===== src/rtl/fetch_unit.sv =====
// Instruction fetch stage: issues one instruction-memory read at a time from pc_current,
// hands the result to decode, and computes the next PC (sequential, hold or redirect).
module fetch_unit #(
  parameter int              ADDR_W     = 32,
  parameter int              DATA_W     = 32,
  parameter logic [ADDR_W-1:0] RESET_ADDR = 32'h00003000
) (
  input  logic              clk,
  input  logic              reset,
  input  logic [ADDR_W-1:0] pc_current,
  output logic [ADDR_W-1:0] pc_next,
  input  logic              redirect_valid,
  input  logic [ADDR_W-1:0] redirect_addr,
  output logic              imem_req_valid,
  output logic [ADDR_W-1:0] imem_req_addr,
  input  logic              imem_req_ready,
  input  logic              imem_resp_valid,
  input  logic [DATA_W-1:0] imem_resp_data,
  output logic              if_valid,
  output logic [DATA_W-1:0] if_instr,
  output logic [ADDR_W-1:0] if_pc,
  input  logic              if_ready
);

  // Handshakes: a transfer happens on a rising edge where valid and ready are both high;
  // valid never depends on ready, and the payload is stable while valid waits for ready.
  typedef enum logic [1:0] {
    ISSUE = 2'd0,
    WAIT  = 2'd1,
    HOLD  = 2'd2
  } state_t;

  state_t              state_q, state_d;
  logic                squash_q, squash_d;
  logic [ADDR_W-1:0]   fetch_pc_q, fetch_pc_d;
  logic                if_valid_d;
  logic [DATA_W-1:0]   if_instr_d;
  logic [ADDR_W-1:0]   if_pc_d;
  logic                req_valid;
  logic [ADDR_W-1:0]   pc_sel;

  always_ff @(posedge clk or posedge reset) begin
    if (reset) begin
      state_q    <= ISSUE;
      squash_q   <= 1'b0;
      fetch_pc_q <= RESET_ADDR;
      if_valid   <= 1'b0;
      if_instr   <= '0;
      if_pc      <= '0;
    end else begin
      state_q    <= state_d;
      squash_q   <= squash_d;
      fetch_pc_q <= fetch_pc_d;
      if_valid   <= if_valid_d;
      if_instr   <= if_instr_d;
      if_pc      <= if_pc_d;
    end
  end

  always_comb begin
    state_d    = state_q;
    squash_d   = squash_q;
    fetch_pc_d = fetch_pc_q;
    if_valid_d = if_valid;
    if_instr_d = if_instr;
    if_pc_d    = if_pc;
    req_valid  = 1'b0;
    pc_sel     = pc_current;
    case (state_q)
      ISSUE: begin
        req_valid = !redirect_valid;
        if (redirect_valid) begin
          pc_sel = redirect_addr;
        end else if (imem_req_ready) begin
          fetch_pc_d = pc_current;
          pc_sel     = pc_current + ADDR_W'(4);
          state_d    = WAIT;
        end
      end
      WAIT: begin
        if (redirect_valid) pc_sel = redirect_addr;
        if (imem_resp_valid) begin
          // A redirect seen now or earlier in this wait makes the data stale.
          if (squash_q || redirect_valid) begin
            squash_d = 1'b0;
            state_d  = ISSUE;
          end else begin
            if_instr_d = imem_resp_data;
            if_pc_d    = fetch_pc_q;
            if_valid_d = 1'b1;
            state_d    = HOLD;
          end
        end else if (redirect_valid) begin
          squash_d = 1'b1;
        end
      end
      HOLD: begin
        if (redirect_valid) begin
          pc_sel     = redirect_addr;
          if_valid_d = 1'b0;
          state_d    = ISSUE;
        end else if (if_ready) begin
          if_valid_d = 1'b0;
          state_d    = ISSUE;
        end
      end
      default: state_d = ISSUE;
    endcase
  end

  assign imem_req_valid = req_valid && !reset;
  assign imem_req_addr  = pc_current;
  assign pc_next        = (reset ? RESET_ADDR : pc_sel) & ~ADDR_W'(3);

endmodule


===== config.mk =====
export PLATFORM = sky130hd
export DESIGN_NAME = fetch_unit
export DESIGN_NICKNAME = d
export VERILOG_FILES = /design/src/rtl/fetch_unit.sv
export SDC_FILE = /design/constraint.sdc
export NUM_CORES = 1
export LEC_CHECK = 0
export BUFFER_PORTS_ARGS = -buffer_cell sky130_fd_sc_hd__buf_2
export CORE_MARGIN = 1.5
export CORE_UTILIZATION = 49
export CTS_CLUSTER_DIAMETER = 200
export DETAILED_ROUTE_END_ITERATION = 8
export PLACE_DENSITY = 0.81
export SYNTH_ARGS = -nofsm -noshare
export SYNTH_HDL_FRONTEND = slang
export SYNTH_SLANG_ARGS = --single-unit

===== constraint.sdc =====
create_clock -name clk -period 5.3 [get_ports clk]
set_clock_uncertainty 0.15 [all_clocks]
set_input_delay 0.53 -clock clk [delete_from_list [all_inputs] [get_ports clk]]
set_output_delay 0.53 -clock clk [all_outputs]
set_load 0.005 [all_outputs]

==> metrics.yaml, run 1 <==
die:
  die_w_um: 110
  io_pins: 232
  die_h_um: 110
  initial_core_util: 0.509
  dieArea_sq_um: 12100
  rows: 38
  coreArea_sq_um: 11000
status:
  status: "finished clean"
synth:
  synth-seq-cells: 100
  syn_inst: 544
  yosysWarnings: 0
  syn-cell-area_sq_um: 5620
  syn_avg_cell_area_sq_um: 10.3
  yosysUniqueCellTypes: 60
  ys.flop_type: "dfrtp_1"
  ys_seq_area_frac: 0.446
  synth_enable_flop_cells: 0
  async_flop_share: 1.00
routing:
  viasPerCell: 5.83
  wl_per_cell_um: 18.5
  drtIter0Drc: 351
  drt_first_pass_iters: 5
  drc: 0
  drtAntennaViolNets: 0
  vias: 5062
  routed_wirelength_mm: 16.1
timing:
  finalSetupTns_ps: 0
  max_freq_ghz: 0.260
  rsz0062_at_grt: "no"
  max-slew-margin-rel: 0.296
  max_slew.worst_pin.slew_ps: 1050
  drv_slew: 0
  layout_min_cycle_time_ps: 3850
  hold_slack_ps: 229
  finalCritPeriodShare: 0.726
  hold_viol_final: 0
  setup_viol: 0
hold_path:
  hold_end: "squash_q"
  holdPathStages: 2
  hold_start: "imem_resp_valid"
  hold_path_class: "in -> reg"
cts:
  cts_buffers: 9
  clkLatencyLatePin_ps: 350
  root_buffer: "clkbuf_16"
  clock_path_buffers: 2
  cts_tree: "yes"
  cts_resized: 0
  cts_sinks: 100
  cts_setup_buffers: 0
  clk_pin_slew_ps: 70
  htreeDepth: 3
  hold_buffers: 0
grt:
  grt_pass1_wl_mm: 24.5
  antenna_found_initial: 1
  grt_pass1_vias: 4837
  grt_start_max_net_pins: 66
  track_usage: 0.266
  grt-ovfl-total: 0
pwr:
  power_density_nw_per_um2: 497
  finalPower_mw: 3.44
  max-vdd-ir-drop_uv: 303
  leakagePower_nw: 3.33
layout:
  syn2layout_area_growth_pct: 23.1
  design_area_sq_um: 6920
  layout-drive-gt1-share: 0.486
  fin_util: 0.627
  mostFrequentLayoutCells: "buf_2 (227), dfrtp_1 (98), mux2_2 (93), nor2_1 (34), a21oi_1 (28)"
  nets: 830
  final_common_cell: "buf_2"
place:
  placed_cell_area_sq_um: 6590
  gp_congestion: 0.879
  hpwl_mm: 11.7
  numPortBuffers: 227
critical_path:
  crit_path_end_kind: "primary output"
  crit_fanout: 17
  required_ps: 4620
  timing.rr.start: "state_q[1]"
  crit_type: "reg -> out"
  worstRegToRegCells: 7
  cp-start-kind: "flip-flop"
  arrival_ps: 3170
  reg2reg_slack_ps: 2390
  r2r_end: "if_pc[17]"
flow_run:
  cap_violations: 0
[state kept, by name (all words and copies together) (netlist names)]
name        flops
fetch_pc_q     32
if_instr       32
if_pc          32
state_q         2
if_valid        1
squash_q        1
[final cells by class]
class / instances / area [sq um]
repair buffers: 231 / 1170
flip-flops and latches: 100 / 2500
clock buffers: 11 / 253
clock inverters: 5 / 67.6
diodes: 1 / 2.50
multi-input cells: 366 / 2690
well taps: 140 / 175
inverters: 15 / 58.8
fillers: 937 / 4120
[per-stage QoR]
step | worst slack, ps | cells
final | 1450 | 869
after global routing | 1270 | 869
after CTS | 1510 | 868
after detailed placement | 1890 | 852
after global placement | 1940 | 852
after floorplan | 953 | 545
[synthesized netlist by cell type (15+ instances only)]
cell      count  area share
clkbuf_1     18       0.012
a21oi_1      28       0.025
o21ai_0      25       0.022
buf_4        34       0.045
nor2_1       35       0.023
nand2_1      28       0.019
dfrtp_1      98        0.44
nand3_1      20       0.018
inv_1        15       0.010
mux2_2       93        0.19
nor3_1       15       0.013
[critical path, cell delays in order (launching register included)]
cell,delay (ps)
dfrtp_1,410
inv_1,110
ha_1,590
inv_1,280
nor3_1,650
a21oi_1,140
a2111oi_0,350
or3_1,180
buf_2,110
[power by group]
part	switching (mW)	leakage, nW	internal [mW]
Clock	0.302	0.152	0.399
Combinational	0.698	1.96	0.714
Sequential	0.181	1.21	1.14
[cells by family (layout without fill, tap and decap cells)]
family          count (synthesis)  after routing  share of synthesized area
simple gates                  142            142                      0.128
compound gates                116            116                      0.135
flops                         100            100                      0.446
mux                            99             99                      0.198
buf+inv                        79            262                     0.0780
fa+ha+maj                       5              5                     0.0111
xor+xnor                        2              2                    0.00312
other cells                     1              3                   0.000668
[metal layers]
metal	vias to the layer above	track usage	routed length (um)
met5	-	0	0
met4	0	0.126	472
met3	35	0.0482	1290
met2	261	0.433	7770
met1	2451	0.342	6580
li1	2315	-	-
[worst max path at each step]
stage             startpoint          end  slack [ps]  cells past startpoint
2_1_floorplan          reset  pc_next[11]         950                      5
4_1_cts           state_q[0]  pc_next[13]        1510                      8
5_1_grt           state_q[0]  pc_next[13]        1270                      8
3_3_place_gp   pc_current[2]  pc_next[28]        1940                      8
6_report          state_q[0]  pc_next[13]        1450                      8
3_5_place_dp   pc_current[2]  pc_next[28]        1890                      8
Power figures use the tool's default switching activity.
==> run 2, diff against run 1 <==
Settings changed: CORE_UTILIZATION 49 to 44, PLACE_DENSITY 0.81 to 0.77.
Clock period 5.3 ns to 3.15 ns, I/O delays scaled along.
==> metrics.yaml, run 2 (synthesis results as in run 1) <==
status:
  status: "finished clean"
hold_path:
  hold_path_class: "in -> reg"
routing:
  drt_first_pass_iters: 7  # +2
  drtAntennaViolNets: 0  # unchanged
  vias: 5179  # +2.3%
  viasPerCell: 5.63  # -3.4%
  drc: 0  # unchanged
  drtIter0Drc: 406  # +16%
  routed_wirelength_mm: 16.6  # +3.0%
  wl_per_cell_um: 18.0  # -2.7%
die:
  initial_core_util: 0.449  # -0.0605
  io_pins: 232  # unchanged
  die_h_um: 116  # +5.4%
  dieArea_sq_um: 13500  # +11%
  die_w_um: 116  # +5.4%
  coreArea_sq_um: 12500  # +13%
  rows: 41  # +7.9%
grt:
  grt_pass1_vias: 5101  # +5.5%
  grt-ovfl-total: 0  # unchanged
  grt_start_max_net_pins: 43  # -35%
  grt_pass1_wl_mm: 25.6  # +4.5%
  antenna_found_initial: 1  # unchanged
  track_usage: 0.248  # -0.0172
critical_path:
  crit_fanout: 13  # -4
  crit_type: "reg -> out"
  crit_path_end_kind: "primary output"
  required_ps: 2680  # -1940 ps
  arrival_ps: 2570  # -600 ps
  cp-start-kind: "flip-flop"
timing:
  layout_min_cycle_time_ps: 3040
  rsz0062_at_grt: "yes"
  max_slew.worst_pin.slew_ps: 630  # -425 ps
  max_freq_ghz: 0.329
  hold_viol_final: 0  # unchanged
  finalCritPeriodShare: 0.965
  finalSetupTns_ps: 0  # unchanged
  setup_viol: 0  # unchanged
  max-slew-margin-rel: 0.579  # +0.282
  drv_slew: 0  # unchanged
pwr:
  leakagePower_nw: 3.42  # +2.7%
  power_density_nw_per_um2: 816  # +64%
  finalPower_mw: 5.80  # +69%
  max-vdd-ir-drop_uv: 406  # +34%
cts:
  root_buffer: "clkbuf_16"
  cts_sinks: 100  # unchanged
  cts_setup_buffers: 0  # unchanged
  htreeDepth: 3  # unchanged
  clk_pin_slew_ps: 70  # about the same
  cts_buffers: 9  # unchanged
  clkLatencyLatePin_ps: 360  # about the same
  clock_path_buffers: 2  # unchanged
  cts_resized: 0  # unchanged
  cts_tree: "yes"
layout:
  nets: 849  # +2.3%
  design_area_sq_um: 7100  # +2.7%
  top_regs: "fetch_pc_q x32, if_instr x32, if_pc x32"
  fin_util: 0.567  # -0.0596
  final_common_cell: "buf_2"
  syn2layout_area_growth_pct: 26.4
  mostFrequentLayoutCells: "buf_2 (227), dfrtp_1 (98), mux2_2 (93), nor2_1 (34), a21oi_1 (28)"
  layout-drive-gt1-share: 0.498  # +0.0117
place:
  numPortBuffers: 227  # unchanged
  gp_congestion: 0.969  # +10%
  placed_cell_area_sq_um: 6790  # +3.1%
  hpwl_mm: 12.5  # +6.7%
flow_run:
  cap_violations: 0  # unchanged
[run 2: area by class of cell]
class / count / area [sq um]
fill: 1154 / 5420
multi-input combinational: 366 / 2690
sequential: 100 / 2500
timing repair buffer: 250 / 1340
clock buffer: 10 / 239
tap: 172 / 215
inverter: 15 / 60.1
clock inverter: 6 / 56.3
antenna: 1 / 2.50
[run 2: metal layers]
layer,track usage,share of wire
met3,0.0596,0.085
met2,0.408,0.48
met1,0.313,0.41
met5,0,0
met4,0.110,0.021
[run 2: critical path, cell delays in order, from the launching register on]
cell and delay, ps:
dfrtp_1 410, ha_1 270, buf_4 190, inv_1 370, o21ai_1 330, a22oi_1 260
nor2_1 60, o22a_1 200, buf_2 130
[run 2: where the power goes]
group	switching, mW	total, mW	internal, mW
clock	0.524	1.10	0.573
sequential	0.314	2.24	1.92
combinational	1.19	2.46	1.27
total	2.03	5.80	3.76
[run 2: metrics by stage]
stage | std cells | setup WS, ps | hold WS (ps)
global route | 920 | -29.0 | 23.3
floorplan | 545 | 5.68 | 255
CTS | 919 | 136 | 17.4
global placement | 902 | 397 | 311
detailed placement | 902 | 413 | 320
finish | 920 | 111 | 32.3
[run 2: path summary, 6_finish.rpt]
check / start / endpoint / slack (ps) / depth (start not counted)
max: state_q[0] / pc_next[24] / 110 / 8
min: imem_resp_data[8] / if_instr[8] / 30 / 2
max reg2reg: state_q[1] / if_instr[22] / 600 / 7
min reg2reg: fetch_pc_q[15] / fetch_pc_q[15] / 340 / 2
max in group asynchronous: reset / if_instr[17] / 1880 / 4
min in group asynchronous: reset / if_pc[27] / 220 / 3
[run 2: what timing repair did]
action | CTS | global route
hold buffers | 1 | 0
endpoints found under the setup margin | 0 | 1
hold endpoints to repair | 1 | 0
==> run 3, diff against run 2 <==
Settings changed: RECOVER_POWER set to 100.
==> metrics.yaml, run 3 (synthesis results as in run 1) <==
layout:
  final_common_cell: "buf_2"
  mostFrequentLayoutCells: "buf_2 (149), dfrtp_1 (98), mux2_2 (93), clkbuf_1 (78), nor2_1 (34)"
  nets: 849  # unchanged
  fin_cells: 920  # unchanged
  syn2layout_area_growth_pct: 24.0
  fin_util: 0.556  # -0.0110
  layout-drive-gt1-share: 0.390  # -0.108
  design_area_sq_um: 6960  # -1.9%
  top_regs: "fetch_pc_q x32, if_instr x32, if_pc x32"
critical_path:
  crit_path_end_kind: "primary output"
  worstRegToRegCells: 7  # unchanged
  crit_type: "reg -> out"
  r2r_end: "if_pc[9]"
  required_ps: 2680  # about the same
  reg2reg_slack_ps: 150  # -450 ps
  crit_fanout: 13  # unchanged
  timing.rr.start: "state_q[1]"
  arrival_ps: 2580  # about the same
  cp-start-kind: "flip-flop"
routing:
  wl_met1_mm: 6.80  # -0.58%
  met3_length_mm: 1.50  # +6.2%
  viasPerCell: 5.65  # +0.44%
  drt_first_pass_iters: 6  # -1
  wl_per_cell_um: 18.0  # -0.11%
  drtAntennaViolNets: 0  # unchanged
  wl_met2_mm: 7.93  # -0.68%
  drc: 0  # unchanged
  top_layer: "met4"
  vias: 5202  # +0.44%
  routed_wirelength_mm: 16.6  # -0.11%
  drtIter0Drc: 423  # +4.2%
hold_path:
  holdPathStages: 2  # unchanged
  hold_end: "if_instr[8]"
  hold_path_class: "in -> reg"
  hold_start: "imem_resp_data[8]"
cts:
  cts_buffers: 9  # unchanged
  clk_pin_slew_ps: 70  # about the same
  clock_path_buffers: 2  # unchanged
  htreeDepth: 3  # unchanged
  cts_tree: "yes"
  root_buffer: "clkbuf_16"
  cts_sinks: 100  # unchanged
  clkLatencyLatePin_ps: 360  # about the same
  cts_resized: 0  # unchanged
pwr:
  finalPower_mw: 5.71  # -1.5%
  power_density_nw_per_um2: 819  # +0.42%
  max-vdd-ir-drop_uv: 403  # -0.78%
  leakagePower_nw: 3.16  # -7.6%
timing:
  max_freq_ghz: 0.329  # -0.16%
  max_slew.worst_pin.slew_ps: 2280  # +1650 ps
  finalCritPeriodShare: 0.966  # +0.00155
  setup_viol: 0  # unchanged
  drv_slew: 76  # +76
  rsz0062_at_grt: "yes"
  layout_min_cycle_time_ps: 3040  # +4.90 ps
  max-slew-margin-rel: -0.519  # -1.10
  setup_ws_ps: 106  # -4.90 ps
  hold_viol_final: 0  # unchanged
place:
  numPortBuffers: 227  # unchanged
  gp_congestion: 0.969  # unchanged
  hpwl_mm: 12.5  # unchanged
  placed_cell_area_sq_um: 6790  # unchanged
  dp_slack_ps: 413  # unchanged
  placed_cells: 902  # unchanged
die:
  coreArea_sq_um: 12500  # unchanged
  die_w_um: 116  # unchanged
  initial_core_util: 0.449  # unchanged
  io_pins: 232  # unchanged
  dieArea_sq_um: 13500  # unchanged
  die_h_um: 116  # unchanged
  rows: 41  # unchanged
grt:
  grt-ovfl-total: 0  # unchanged
  track_usage: 0.248  # unchanged
  grt_pass1_vias: 5101  # unchanged
  antenna_found_initial: 1  # unchanged
  grt_pass1_wl_mm: 25.6  # unchanged
  grt_start_max_net_pins: 43  # unchanged
flow_run:
  cap_violations: 2  # +2
status:
  status: "finished with violations"
  violations: "max-capacitance violations, max-slew violations"
==> run 3: changes by cell type in the layout (fill, tap and decap cells not counted), sizes merged <==
| cell | change |
|---|---|
| clkbuf | +83 |
| buf | -83 |
==> run 3: worst max path at each step <==
stage | end | startpoint | slack, ps | depth (start not counted)
final | pc_next[24] | state_q[0] | 110 | 8
after detailed placement | pc_next[31] | pc_current[11] | 410 | 7
after floorplan | pc_next[17] | reset | 6 | 5
after CTS | pc_next[24] | state_q[0] | 140 | 8
after global routing | pc_next[24] | state_q[0] | -30 | 8
after global placement | pc_next[31] | pc_current[9] | 400 | 7
==> run 3: layout make-up <==
cell class              count  area, sq um
multi-input cells         366         2680
diodes                      1         2.50
clock inverters             6         56.3
fillers                  1191         5550
repair buffers            250         1210
inverters                  15         60.1
clock buffers              10          239
flip-flops and latches    100         2500
well taps                 172          215
==> run 3: power by group <==
part           switching, mW  internal [mW]  total (mW)
Sequential             0.319           1.92        2.24
Combinational           1.19           1.18        2.37
Clock                  0.522          0.573        1.09
Total                   2.03           3.68        5.71
==> run 3: critical path, cell delays in order, from the launching register on <==
cell	delay [ps]
dfrtp_1	410
ha_1	260
buf_4	190
inv_1	370
o21ai_1	340
a22oi_1	260
nor2_1	60
o22a_1	190
buf_2	130
==> run 3: repair_timing <==
action,in CTS,in global routing
endpoints found under the setup margin,0,1
hold endpoints to repair,1,0
hold buffers,1,0
buffers inserted,0,0
==> run 3: per-stage QoR <==
stage	setup TNS, ps	hold WS (ps)
finish	0	34.1
global placement	0	311
global route	-167	23.3
detailed placement	0	320
floorplan	0	255
CTS	0	17.4
==> run 3: per-layer routing <==
| metal | global-route usage | up-vias |
|---|---|---|
| li1 | - | 2358 |
| met1 | 0.313 | 2537 |
| met2 | 0.408 | 269 |
| met3 | 0.0596 | 38 |
| met4 | 0.110 | 0 |
| met5 | 0 | - |
